## src/rtl/instruction_fetch.sv

```systemverilog
// instruction_fetch: fetch stage between the PC register and decode.
//   Reads instruction memory at the current PC over a req/ack handshake.
//   Latches the instruction together with its PC and PC+4, then offers it
//   to decode over a valid/ready handshake.
//   pc_advance tells PS-select logic to step the PC; it is high only on the
//   edge where the instruction is latched.
// Ports:
//   clock, reset      rising-edge clock, async active-high reset
//   pc, flush         current PC; redirect (branch target loads this edge)
//   imem_req/addr     word read request, held until imem_ack
//   imem_ack/rdata    read data return
//   if_valid/ready    handshake to decode
//   if_instr/pc/pc4   latched instruction, its address, address+4
//   pc_advance        PC <- PC+4 at this edge (combinational)
//   fetch_count       instructions handed to decode (wraps)
module instruction_fetch #(
  parameter int AW  = 64,
  parameter int IW  = 32,
  parameter int FCW = 32
) (
  input  logic           clock,
  input  logic           reset,
  input  logic [AW-1:0]  pc,
  input  logic           flush,
  output logic           imem_req,
  output logic [AW-1:0]  imem_addr,
  input  logic           imem_ack,
  input  logic [IW-1:0]  imem_rdata,
  output logic           if_valid,
  input  logic           if_ready,
  output logic [IW-1:0]  if_instr,
  output logic [AW-1:0]  if_pc,
  output logic [AW-1:0]  if_pc4,
  output logic           pc_advance,
  output logic [FCW-1:0] fetch_count
);

  typedef enum logic [1:0] {IDLE, REQ, HOLD, DROP} state_t;

  state_t         state_q, state_d;
  logic [AW-1:0]  req_addr_q, req_addr_d;
  logic [IW-1:0]  if_instr_q, if_instr_d;
  logic [AW-1:0]  if_pc_q, if_pc_d;
  logic [AW-1:0]  if_pc4_q, if_pc4_d;
  logic [FCW-1:0] fetch_count_q, fetch_count_d;
  logic [AW-1:0]  pc_aligned;

  // Misaligned PCs are not flagged; the low two bits are simply dropped.
  assign pc_aligned = pc & ~AW'(3);

  always_comb begin
    state_d       = state_q;
    req_addr_d    = req_addr_q;
    if_instr_d    = if_instr_q;
    if_pc_d       = if_pc_q;
    if_pc4_d      = if_pc4_q;
    fetch_count_d = fetch_count_q;
    case (state_q)
      IDLE: begin
        state_d    = REQ;
        req_addr_d = pc_aligned;
      end
      REQ: begin
        if (imem_ack && !flush) begin
          if_instr_d = imem_rdata;
          if_pc_d    = req_addr_q;
          if_pc4_d   = req_addr_q + AW'(4);
          state_d    = HOLD;
        end else if (imem_ack && flush) begin
          // Data belongs to the squashed path; re-issue at the new PC.
          state_d    = REQ;
          req_addr_d = pc_aligned;
        end else if (flush) begin
          // Request already outstanding: wait out its ack before redirecting.
          state_d = DROP;
        end
      end
      DROP: begin
        if (imem_ack) begin
          state_d    = REQ;
          req_addr_d = pc_aligned;
        end
      end
      HOLD: begin
        if (flush) begin
          state_d    = REQ;
          req_addr_d = pc_aligned;
        end else if (if_ready) begin
          fetch_count_d = fetch_count_q + FCW'(1);
          state_d       = REQ;
          req_addr_d    = pc_aligned;
        end
      end
      default: state_d = IDLE;
    endcase
  end

  always_ff @(posedge clock or posedge reset) begin
    if (reset) begin
      state_q       <= IDLE;
      req_addr_q    <= '0;
      if_instr_q    <= '0;
      if_pc_q       <= '0;
      if_pc4_q      <= '0;
      fetch_count_q <= '0;
    end else begin
      state_q       <= state_d;
      req_addr_q    <= req_addr_d;
      if_instr_q    <= if_instr_d;
      if_pc_q       <= if_pc_d;
      if_pc4_q      <= if_pc4_d;
      fetch_count_q <= fetch_count_d;
    end
  end

  // Request decodes from the state register only, so reset drops it at once.
  assign imem_req    = (state_q == REQ) || (state_q == DROP);
  assign imem_addr   = req_addr_q;
  assign if_valid    = (state_q == HOLD) && !flush;
  assign pc_advance  = (state_q == REQ) && imem_ack && !flush;
  assign if_instr    = if_instr_q;
  assign if_pc       = if_pc_q;
  assign if_pc4      = if_pc4_q;
  assign fetch_count = fetch_count_q;

endmodule

```

## config.mk

```make
export PLATFORM = sky130hd
export DESIGN_NAME = instruction_fetch
export DESIGN_NICKNAME = d
export VERILOG_FILES = /design/src/rtl/instruction_fetch.sv
export SDC_FILE = /design/constraint.sdc
export NUM_CORES = 1
export LEC_CHECK = 0
export CAP_MARGIN = 20
export CORE_ASPECT_RATIO = 0.5
export CORE_UTILIZATION = 50
export CTS_CLUSTER_SIZE = 30
export DETAILED_ROUTE_END_ITERATION = 6
export DONT_BUFFER_PORTS = 1
export GPL_TIMING_DRIVEN = 0
export HOLD_SLACK_MARGIN = 0.12
export PLACE_DENSITY_LB_ADDON = 0.12
export SYNTH_ARGS = -nofsm -noshare
export SYNTH_HDL_FRONTEND = slang
export SYNTH_SLANG_ARGS = --single-unit
```

## constraint.sdc

```tcl
create_clock -name clock -period 14.2 [get_ports clock]
set_input_delay 2.84 -clock clock [delete_from_list [all_inputs] [get_ports clock]]
set_output_delay 2.84 -clock clock [all_outputs]
set_load 0.02 [all_outputs]
```

==> run metrics, run 1 <==
initial core utilization=0.5173; commonest non-fill, non-tap cells in the layout=344 x nand2_1, 252 x dfrtp_1, 60 x o21ai_0; hold depth=1; vias in the first global route=7709; GR Overflow Total=0; maximum VDD drop=0.00008631 V; Register Area=0.006306 sq mm; initial antenna violation count=1; pin count of the biggest net entering global routing=112; CP Max Fanout=10; post-synthesis sequential area ratio=0.5839; commonest non-fill, non-tap cell in the layout=nand2_1; CP cell instances=nor2_1 > nand3_1 > clkbuf_1 > clkinv_1 > clkbuf_1 > clkbuf_1; final period utilization=0.5525; CTS max path bufs=3; IO Port Bufs=0; CP max stage delay=0.58 ns; # Max-Cap Violations=0; total negative setup slack=0 ns; Hold Path End=state_q[1]; CTS tree=done; YS warnings=0; Tmin final=7.845 ns; Tot GR Track Use=0.2741; Setup violations, final=0; Detailed Route WL=30.08 mm; Setup Buffers After CTS=0; via count=7916; worst skew pair latency=0.52 ns; number of synthesized register bits=252; Avg Inst Size Synth=10.08 sq um; RR Startpoint=state_q[0]; Die ar.=0.02223 sq mm; RSZ-0062 raised after global routing=false; Worst slew margin=0.2796; CP required=11.36 ns; FF-to-FF End=if_pc4[40]; pwr/cell area=200.4 mW/mm^2; clk sinks=252; DR pass1 iterations=5; CTS buffer count=23; clock-pin slew on the worst setup and hold paths=0.06 ns; Final Max Slew Viols=0; post-route DRC violation count=0; status=complete, no violations; Final HPWL DP=22.10 mm; share of cells above drive strength 1=0.1072; die height=105.9 microns; H-Tree Depth=1; area of the multi-input gates=0.004225 sq mm; vias per cell=5.606; worst min-delay path class=reg -> reg; clock skew=0.01271 ns; R2R depth=7; wire length per cell=21.31 microns; # rows=37; r2r setup slk=11.15 ns; type of the worst setup path=in -> out; crit start category=primary input; Clk Tree Root Cell=clkbuf_16; Yosys cell types=46; Tightest Pin Transition=1.081 ns; Antenna Nets Post-Route=0; post-CTS sizing=0; CP arrival=5.01 ns; Chip Width=209.9 microns; Nets=1206; min-delay src=state_q[1]; final hold vios=0; Max stage delay cell, worst path=clkbuf_1; DRT iter0 DRCs=485; IO Pins=360; Hold WS=0.5870 ns; RePlAce Congestion=0.8422; CP endpoint kind=output port; cts hold-fix bufs=0; Gate Count Post-Synth=1071; LEAKAGE=5.437 nW; area of the mapped netlist=0.01080 sq mm; global-route wire length before repair=46.45 mm; Fmax=127.5 MHz; synth-to-layout area growth=11.12%; fill count=1838; critical path's most frequent cell=clkbuf_1; core area=0.02088 sq mm
## how the worst max path moves through the flow
stage	from	endpoint	cells past startpoint
finish	flush	pc_advance	6
CTS	flush	pc_advance	6
detailed placement	flush	pc_advance	6
floorplan	reset	fetch_count[0]	1
global placement	reset	fetch_count[31]	1
global route	flush	pc_advance	6
## power breakdown
group	switching, mW	internal (mW)
Combinational	0.185	0.137
Sequential	0.521	0.929
Clock	0.280	0.353
Total	0.986	1.42
## per-stage QoR
step           std cells  utilization  setup WS [ns]  power [mW]  cell area [sq um]
6_report            1412       0.5748          6.355       2.405              12000
5_1_grt             1412       0.5748          6.098       2.526              12000
4_1_cts             1411       0.5747          6.320       2.424              12000
3_5_place_dp        1370       0.5387          6.323       1.791              11250
3_3_place_gp        1368       0.5357          1.887       1.766              11180
2_1_floorplan       1076            -          4.432       1.615              10820
## routing by layer
layer	routed length [microns]	GRT usage	up-vias
met5	0	0	-
met4	731	0.07456	0
met3	2700	0.09306	51
met2	13760	0.4283	274
met1	12900	0.3667	3936
li1	-	-	3655
## cell families after synthesis
kind of cell	count (synthesis)	synth area share
simple gates	523	0.2194
flops	252	0.5839
compound gates	99	0.05260
buf+inv	69	0.02664
xor+xnor	65	0.05271
mux	60	0.06209
fa+ha+maj	2	0.002317
other cells	1	0.0003472
## final cells by class
class,instances,share of cell area
Clock inverter,11,0.01001
Multi-Input combinational cell,755,0.3521
Buffer,58,0.02054
Timing Repair Buffer,2,0.004587
Inverter,11,0.004066
Clock buffer,30,0.05265
Sequential cell,252,0.5254
Tap cell,292,0.03044
Antenna cell,1,0.0002085
## worst max-delay path: cells and delay by family
family                 cells  cell delay [ns]
and+or+nand+nor            2             0.39
buffers and inverters      4             1.75
## cell usage after synthesis, drive strengths merged
master,n,area share
clkinv,1,0.00035
inv,10,0.0035
nor3b,1,0.00070
nand4,29,0.017
or4b,1,0.00093
or4,12,0.0087
mux2,56,0.058
a21o,4,0.0028
and4bb,1,0.0012
o21ai,60,0.028
nand2b,2,0.0012
a21oi,1,0.00046
or3,11,0.0064
nand4b,1,0.00081
nor2,37,0.013
xor2,34,0.028
clkbuf,42,0.015
nor3,8,0.0046
nand2,344,0.12
o211ai,1,0.00070
mux2i,4,0.0037
and3,12,0.0070
nor4,7,0.0072
or2,3,0.0017
nand3,39,0.019
and4,9,0.0073
nor2b,1,0.00058
dfrtp,252,0.58
buf,16,0.0081
a31oi,20,0.012
o31ai,11,0.0076
o41ai,1,0.00081
xnor2,31,0.025
a22o,1,0.00081
conb,1,0.00035
ha,2,0.0023
and2,5,0.0029
## registers in the layout, indices dropped and copies added, names as in the netlist
| register | count |
|---|---|
| fetch_count | 32 |
| if_instr | 32 |
| if_pc | 62 |
| if_pc4 | 62 |
| imem_addr | 62 |
| state_q | 2 |
No activity file was read; power rests on OpenSTA's default activity.
==> run 2, diff against run 1 <==
Clock period 14.2 ns to 8 ns, I/O delays scaled along.
==> run 2 against run 1 <==
Against the previous run: wire length fell by 0.45%; sequential cell count did not move; critical path depth did not move; global-route usage fell by 0.56 points; total power rose by 79%; non-clock buffer count rose by 5; setup slack got worse by 3.8 ns; count of clock-buffer cells in the layout rose by 1; register-to-register slack got worse by 6.3 ns; largest cell class unchanged.
==> run metrics, run 2 (synthesis gave the netlist of run 1 again) <==
vias per cell=5.628; Tmin final=5.413 ns; clock skew=0.02209 ns; Final Max Slew Viols=0; Tot GR Track Use=0.2686; Setup violations, final=0; Tightest Pin Transition=1.080 ns; initial core utilization=0.5173; post-CTS sizing=0; wire length per cell=21.14 microns; via count=7975; RSZ-0062 raised after global routing=false; CP required=6.40 ns; CP arrival=3.81 ns; GR Overflow Total=0; CP endpoint kind=output port; total negative setup slack=0 ns; maximum VDD drop=0.0001872 V; CTS tree=done; clk sinks=252; Worst slew margin=0.2802; DR pass1 iterations=5; final hold vios=0; cts hold-fix bufs=0; pwr/cell area=354.9 mW/mm^2; worst skew pair latency=0.54 ns; Antenna Nets Post-Route=0; # Max-Cap Violations=0; post-route DRC violation count=0; Hold WS=0.5709 ns; type of the worst setup path=in -> out; Nets=1211; fill count=1857; RePlAce Congestion=0.8431; commonest non-fill, non-tap cells in the layout=344 x nand2_1, 252 x dfrtp_1, 60 x o21ai_0; Setup Buffers After CTS=0; worst min-delay path class=reg -> reg; core area=0.02088 sq mm; global-route wire length before repair=45.75 mm; IO Port Bufs=0; Detailed Route WL=29.95 mm; H-Tree Depth=1; LEAKAGE=5.496 nW; clock-pin slew on the worst setup and hold paths=0.07 ns; Die ar.=0.02223 sq mm; CTS buffer count=23; commonest non-fill, non-tap cell in the layout=nand2_1; Clk Tree Root Cell=clkbuf_16; CP Max Fanout=10; CTS max path bufs=3; Chip Width=209.9 microns; die height=105.9 microns; pin count of the biggest net entering global routing=43; final period utilization=0.6766; # rows=37; vias in the first global route=7730; status=complete, no violations; Fmax=184.8 MHz; share of cells above drive strength 1=0.1103; initial antenna violation count=3; IO Pins=360; Final HPWL DP=22.21 mm; DRT iter0 DRCs=540; synth-to-layout area growth=12.12%; crit start category=primary input
-- run 2: metal layers --
metal,wire length [microns],part of all wire,GRT usage
met2,13930,0.46,0.4191
met4,561,0.019,0.06517
met5,16,0.00053,0
met3,2918,0.097,0.09719
met1,12530,0.42,0.3586
-- run 2: report_power, final --
group,total [mW],switching (mW),internal [mW]
Clock,1.15,0.491,0.658
Combinational,0.577,0.329,0.248
Sequential,2.57,0.921,1.65
Total,4.30,1.74,2.56
-- run 2: worst paths after layout --
check,startpoint,to,slack (ns),cells past startpoint
max in group asynchronous,reset,if_instr[13],5.77,5
worst max-delay path,flush,pc_advance,2.59,6
min in group asynchronous,reset,if_instr[3],1.02,1
worst max register to register,imem_addr[9],if_pc4[52],4.88,7
worst min register to register,state_q[1],state_q[1],0.57,1
worst min-delay path,state_q[1],state_q[1],0.57,1
-- run 2: final cells by class --
type	count	area (sq um)	area share
Antenna cell	1	2.502	0.0002067
Buffer	58	246.5	0.02036
Clock buffer	31	635.6	0.05249
Clock inverter	10	135.1	0.01116
Inverter	11	45.04	0.003720
Multi-Input combinational cell	755	4225	0.3489
Sequential cell	252	6306	0.5208
Tap cell	292	365.4	0.03017
Timing Repair Buffer	7	147.6	0.01219
-- run 2: metrics by stage --
stage	cell area, sq um	std cells	util	setup slack [ns]	total power [mW]
floorplan	10820	1076	-	3.084	2.867
global placement	11190	1368	0.5359	1.805	3.131
detailed placement	11340	1375	0.5429	2.562	3.181
CTS	12110	1416	0.5799	2.553	4.331
global route	12110	1417	0.5800	2.379	4.501
finish	12110	1417	0.5800	2.587	4.297
-- run 2: worst max-delay path: stages --
cell,delay [ns]
nor2_1,0.10
nand3_1,0.31
clkbuf_1,0.36
clkinv_1,0.24
clkbuf_1,0.62
clkbuf_1,0.57
